File: src/rtl/tone_bank_modulator.sv
// Multi-tone keyer: NCH run-time programmable square-wave generators, timed key gate, registered output.
// Optional tone-count (sum) output mode is compiled in with `define TONE_MOD_SUM_EN.
module tone_bank_modulator #(
  parameter int NCH  = 8,
  parameter int DIVW = 20,
  parameter int DURW = 16,
  parameter int OUTW = 8,
  localparam int AW  = $clog2(NCH)
) (
  input  logic            clk,
  input  logic            rst,
  input  logic            cfg_we,
  input  logic [AW-1:0]   cfg_addr,
  input  logic [DIVW-1:0] cfg_div,
  input  logic [NCH-1:0]  chan_en,
  input  logic            carrier_in,
  input  logic            mode,
  input  logic            hold,
  input  logic            start,
  input  logic [DURW-1:0] dur,
  output logic            busy,
  output logic [NCH-1:0]  tones,
  output logic [OUTW-1:0] data_out
);

  logic [DIVW-1:0] div_q [NCH];
  logic [DIVW-1:0] div_d [NCH];
  logic [DIVW-1:0] cnt_q [NCH];
  logic [DIVW-1:0] cnt_d [NCH];
  logic [NCH-1:0]  tone_q, tone_d;
  logic            busy_q, busy_d;
  logic [DURW-1:0] dcnt_q, dcnt_d;
  logic [OUTW-1:0] data_q, data_d;

  logic            wr_hit;
  logic [NCH-1:0]  mixed;
  logic            gate;
  logic [OUTW-1:0] keyed;

`ifdef TONE_MOD_SUM_EN
  function automatic logic [OUTW-1:0] popcount(input logic [NCH-1:0] v);
    logic [OUTW-1:0] c;
    c = '0;
    for (int i = 0; i < NCH; i++) begin
      c = c + OUTW'(v[i]);
    end
    return c;
  endfunction
`else
  logic unused_mode;
  assign unused_mode = mode;
`endif

  // Addresses beyond the last channel exist when NCH is not a power of two; those writes are dropped.
  assign wr_hit = cfg_we && ({1'b0, cfg_addr} < (AW+1)'(NCH));

  // Tone generators: a write restarts the channel and outranks a same-cycle toggle.
  always_comb begin
    tone_d = tone_q;
    for (int i = 0; i < NCH; i++) begin
      div_d[i] = div_q[i];
      cnt_d[i] = cnt_q[i];
      if (wr_hit && (cfg_addr == AW'(i))) begin
        div_d[i]  = cfg_div;
        cnt_d[i]  = '0;
        tone_d[i] = 1'b0;
      end else if (div_q[i] == '0) begin
        cnt_d[i]  = '0;
        tone_d[i] = 1'b0;
      end else if (cnt_q[i] == div_q[i] - DIVW'(1)) begin
        cnt_d[i]  = '0;
        tone_d[i] = ~tone_q[i];
      end else begin
        cnt_d[i]  = cnt_q[i] + DIVW'(1);
      end
    end
  end

  // Burst gate: busy stays high for exactly dur cycles; starts while busy are dropped.
  always_comb begin
    busy_d = busy_q;
    dcnt_d = dcnt_q;
    if (!busy_q) begin
      if (start && (dur != '0)) begin
        busy_d = 1'b1;
        dcnt_d = dur;
      end
    end else if (dcnt_q == DURW'(1)) begin
      busy_d = 1'b0;
      dcnt_d = '0;
    end else begin
      dcnt_d = dcnt_q - DURW'(1);
    end
  end

  // Output stage: keying is active when no enabled tone is high.
  always_comb begin
    mixed = tone_q & chan_en;
    gate  = busy_q | hold;
    keyed = (gate && carrier_in && (mixed == '0)) ? '1 : '0;
`ifdef TONE_MOD_SUM_EN
    data_d = mode ? (gate ? popcount(mixed) : '0) : keyed;
`else
    data_d = keyed;
`endif
  end

  always_ff @(posedge clk) begin
    if (!rst) begin
      for (int i = 0; i < NCH; i++) begin
        div_q[i] <= '0;
        cnt_q[i] <= '0;
      end
      tone_q <= '0;
      busy_q <= 1'b0;
      dcnt_q <= '0;
      data_q <= '0;
    end else begin
      for (int i = 0; i < NCH; i++) begin
        div_q[i] <= div_d[i];
        cnt_q[i] <= cnt_d[i];
      end
      tone_q <= tone_d;
      busy_q <= busy_d;
      dcnt_q <= dcnt_d;
      data_q <= data_d;
    end
  end

  assign busy     = busy_q;
  assign tones    = tone_q;
  assign data_out = data_q;

endmodule

File: config.mk
export PLATFORM = sky130hd
export DESIGN_NAME = tone_bank_modulator
export DESIGN_NICKNAME = d
export VERILOG_FILES = /design/src/rtl/tone_bank_modulator.sv
export SDC_FILE = /design/constraint.sdc
export NUM_CORES = 1
export LEC_CHECK = 0
export CORE_UTILIZATION = 50
export DETAILED_ROUTE_END_ITERATION = 12
export GPL_ROUTABILITY_DRIVEN = 0
export PLACE_DENSITY = 0.68
export SKIP_CTS_REPAIR_TIMING = 1
export SLEW_MARGIN = 10
export SYNTH_ARGS = -nofsm -noshare
export SYNTH_HDL_FRONTEND = slang
export SYNTH_SLANG_ARGS = --single-unit
File: constraint.sdc
create_clock -name clk -period 4.55 [get_ports clk]
set_input_delay 0.455 -clock clk [delete_from_list [all_inputs] [get_ports clk]]
set_output_delay 0.455 -clock clk [all_outputs]
set_load 0.01 [all_outputs]
# Word level (Yosys, flattened, before mapping)
# Memory sizes are Yosys's and may differ from the RTL's.
# Cells that the tools add are included.
op_classes:
  addsub: 17
  n_eq_ne: 16
  mux: 57
  bitwise_logic: 27
  reduce_logical: 31
ops:
  columns: ["op", "n"]
  rows:
  - ["20-bit 2-to-1 mux", 48]
  - ["20-bit by 1-bit adder with 20-bit output, second input constant", 8]
  - ["20-bit equality test", 8]
  - ["20-bit logical NOT", 8]
  - ["20-bit by 1-bit subtractor with 20-bit output, second input constant", 8]
  - ["16-bit 2-to-1 mux", 3]
  - ["3-bit OR reduction", 8]
  - ["1-bit bitwise OR", 17]
  - ["16-bit by 1-bit equality test with 1-bit output, second input constant", 1]
  - ["16-bit nonzero test", 1]
  - ["16-bit by 1-bit subtractor with 16-bit output, second input constant", 1]
  - ["3-bit equality test, second input constant", 4]
  - ["1-bit logical AND", 11]
  - ["1-bit inverter", 9]
  - ["8-bit AND", 1]
  - ["8-bit logical NOT", 1]
  - ["8-bit 2-to-1 mux", 1]
  - ["3-bit by 2-bit equality test with 1-bit output, second input constant", 2]
  - ["1-bit 2-to-1 mux", 5]
  - ["3-bit by 1-bit equality test with 1-bit output, second input constant", 1]
  - ["3-bit logical NOT", 1]
  - ["2-bit nonzero test", 1]
totals:
  register_bits: 33
  ram_bits: 320
  input_bits: 54
  output_inout_bits: 17
  wordCells: 161
  memories: 2
mem_list:
  columns: ["name", "depth", "width", "rd", "rd_clocked_by_memory_dff", "wr", "line_no", "source"]
  rows:
  - ["cnt_q", 8, 20, 8, 0, 8, "28", "logic [DIVW-1:0] cnt_q [NCH];"]
  - ["div_q", 8, 20, 8, 0, 8, "26", "logic [DIVW-1:0] div_q [NCH];"]

# Longest topological paths before layout
depth:
  ltp_word: 6
  depth_mapped: 12
  mapped_depth_nobuf: 9

# Worst setup path after synthesis
# No wires, ideal clock.
synth_timing:
  path_kind: "register to register"
  from: "memory div_q[7][0], in the netlist div_q[1][60]"
  to: "register tone_q[7], in the netlist tones[7]"
  setup_ns: 0.071
  arrival_ns: 2.657
  slack_ns: 1.823
  stages_incl_launch_ff: 10
  n_path_buf: 0
  synth_period_minus_slack_ns: 2.727
  path_cell_list: "dfxtp_1 inv_1 ha_1 nor3b_1 nand3_1 o21ai_0 a221oi_1 or4_1 or4_1 a21oi_1"
synth_lines:
  columns: ["element", "line_no", "source"]
  rows:
  - ["start, declared", "26", null]
  - ["end signal, assigned", "123", "tone_q <= tone_d;"]
  - ["end, declared", "30", "logic [NCH-1:0] tone_q, tone_d;"]

==> results by group <==
Run status
  – Status: finished, final reports clean

Detailed routing
  – # DRC: 0
  – Initial DRC Count: 1,314
  – Pre-antenna DRT Iters: 7
  – Post-DR wirelength/cell: 17.1 µm
  – ANT nets after route: 0
  – DR vias/cell: 5.88
  – Via Count: 18.0k
  – Total wire length: 52,100 µm

Logic synthesis
  – Syn. warnings: 0
  – Syn_area_per_cell: 7.89 µm²
  – Most frequent cell after synthesis: nand2_1
  – Sequential element share of the synthesized area: 34.6%
  – Synth top area share: 34.6%
  – Fraction of registers with async set or reset after synthesis: 0%
  – Netlist cell types: 80
  – Synthesized instance count: 2,537
  – Commonest cells post-synth: nand2_1, dfxtp_1, nor3_1
  – Synth top area cells: dfxtp_1, xnor2_1, nand2_1
  – Post-synth EDFFs: 0
  – Syn_nets: 2,609
  – Synthesized area: 0.0200 mm²
  – Number of synthesized register bits: 346
  – Cell taking the most area after synthesis: dfxtp_1
  – Top FF cell, synth: dfxtp_1

Setup path
  – CP peak stage delay: 700 ps
  – CP Max Fanout: 7
  – Crit-path slowest cell: nor3b_1
  – Crit Path Category: reg -> reg
  – CP endpoint kind: register
  – Crit-path cells: inv_1, ha_1, nor3b_1, nand3_1, o21ai_0, a221oi_1, or4_1, or4_1, a21oi_1
  – Startpoint Class: register
  – Cell mode on critical path: or4_1
  – Crit path DAT: 3760 ps
  – CP Data Required Time: 5020 ps

Cells and area
  – Diode count: 0
  – Non-Filler Instances: 3,051
  – Design Area, Final: 0.0222 mm²
  – Layout area overhead: 11.1%
  – Post-Route Utilization: 56.9%
  – Fillers: 3,537
  – Layout cells sized above 1: 5.45%
  – Net count, final: 2,576

Power and ir drop
  – Gate power share: 13.0%
  – Leakage power: 7.71 nW
  – Internal power: 5.37 mW
  – Clk pwr share: 43.1%
  – Max VDD drop: 0.235 mV
  – Switching part of the total: 25.9%
  – PD cells: 326 mW/mm²
  – Switching power: 1.87 mW
  – Sequential power share: 43.9%
  – Final Total Pwr: 7.24 mW

Place
  – Placed cells: 2,981
  – Port bufs: 69
  – DP Worst Slack: 1340 ps
  – Post-DP Area: 0.0210 mm²
  – Hpwl dp: 36,600 µm

STA
  – Final Critical Period: 3280 ps
  – Relative slew slack: 21.1%
  – RSZ-0062 raised after global routing: no
  – Fin crit share: 72.2%
  – Slew Viols, Final: 0
  – Final setup fails: 0
  – Hold Slack: 465 ps
  – Setup TNS: 0 ps
  – F_max: 0.305 GHz
  – Worst setup margin: 1270 ps
  – Worst-case clock skew: 17.3 ps
  – Worst slew pin tran: 1180 ps
  – Final hold vios: 0

GRT
  – Largest net degree at the start of global routing: 68
  – GRT Total Usage: 25.2%
  – Vias in the first global route: 17.0k
  – Global-route wire length before repair: 85,400 µm
  – Initial antenna violation count: 1
  – Total gr overflow: 0

CTS
  – CTS tree: done
  – CTS H-tree lvls: 2
  – Clock Root Buffer: clkbuf_16
  – Clock Sinks: 346
  – CTS buffer count: 39
  – Clock latency on the worst-skew pair: 550 ps
  – Clock-pin slew on the worst setup and hold paths: 60 ps
  – Max Buffers Root-to-Sink: 3

Floorplan
  – Core Area: 0.0391 mm²
  – DIE WIDTH: 202 µm
  – I/O pin total: 71
  – Initial Utilization: 51.2%
  – Die Height: 202 µm
  – Row count: 72
  – Die area: 0.0408 mm²

Min path
  – Hold WC Path Type: in -> reg

Job
  – Max-cap viol count: 0
-- sequential cells by signal, summed over array words and instances (netlist names) --
register	flops
busy	1
cnt_q	160
data_out	1
dcnt_q	16
div_q	160
tones	8
-- cell type report --
| cell class | count | area, µm² | share of cell area, % |
|---|---|---|---|
| Multi-Input combinational cell | 1972 | 12300 | 55.2 |
| Sequential cell | 346 | 6930 | 31.1 |
| Clock buffer | 64 | 1220 | 5.49 |
| Timing Repair Buffer | 101 | 941 | 4.23 |
| Tap cell | 518 | 648 | 2.91 |
| Inverter | 44 | 165 | 0.742 |
| Clock inverter | 6 | 55.1 | 0.247 |
-- critical path: cells and delay by family, from the launching register on --
| family | cells | cell delay (ps) |
|---|---|---|
| buf+inv | 1 | 70 |
| flops | 1 | 360 |
| fa+ha+maj | 1 | 170 |
| simple gates | 4 | 2080 |
| compound gates | 3 | 530 |
-- worst paths after layout --
path	to	slack [ps]	from	cells after the start
setup / recovery	tones[7]$_SDFFE_PP0N_	1270	div_q[1][60]$_SDFFE_PN0P_	9
hold / removal	data_out[6]$_SDFF_PN0_	460	carrier_in	3
hold reg to reg	dcnt_q[9]$_SDFFE_PN0P_	480	dcnt_q[9]$_SDFFE_PN0P_	2
setup reg to reg	tones[7]$_SDFFE_PP0N_	1270	div_q[1][60]$_SDFFE_PN0P_	9
-- routing by layer --
layer,share of wire (%),global-route usage [%],vias to the layer above,wire (µm)
li1,-,-,8833,-
met1,45,32.6,8568,23300
met2,47,42.4,457,24300
met3,5.2,3.43,97,2690
met4,3.4,9.80,0,1780
met5,0,0,-,0
-- kinds of logic (layout without fill, tap and decap cells) --
group	Yosys count	after routing	share of synthesized area (%)
xor+xnor	337	337	14.8
mux	13	13	0.681
buf+inv	219	215	4.37
simple gates	1198	1198	29.7
compound gates	406	406	14.7
fa+ha+maj	18	18	1.13
flops	346	346	34.6
-- cells in the final DEF, fill, tap and decap left out, types with 9 or more instances in the layout --
cell and instances:
clkdlybuf4s50_1 68, and4_1 22, dfxtp_1 346, nor2_1 169
clkbuf_1 12, or3_1 23, clkbuf_8 11, ha_1 18
nand2b_1 16, clkbuf_16 41, or4_1 28, nand2_1 408
nor4_2 9, nand4_1 64, inv_1 44, o31ai_1 15
o211ai_1 10, a2111oi_0 10, a31oi_1 12, xor2_1 159
a211oi_1 15, and3_1 29, nor3b_1 13, xnor2_1 177
o21ai_0 40, nor4_1 49, nand3_1 102, nor3_1 175
a21oi_1 41, a21boi_0 165, a41oi_1 9, nor2b_1 28
buf_4 32, and2_1 17
-- power groups by stage --
stage | clock (mW) | combinational [mW] | sequential, mW
2_1_floorplan | 0 | 0.691 | 3.21
3_3_place_gp | 0 | 0.900 | 3.24
3_5_place_dp | 0 | 0.924 | 3.24
4_1_cts | 3.18 | 0.929 | 3.18
5_1_grt | 3.31 | 1.03 | 3.19
6_report | 3.13 | 0.939 | 3.18
Note: power is estimated with default switching activity, not from simulation.
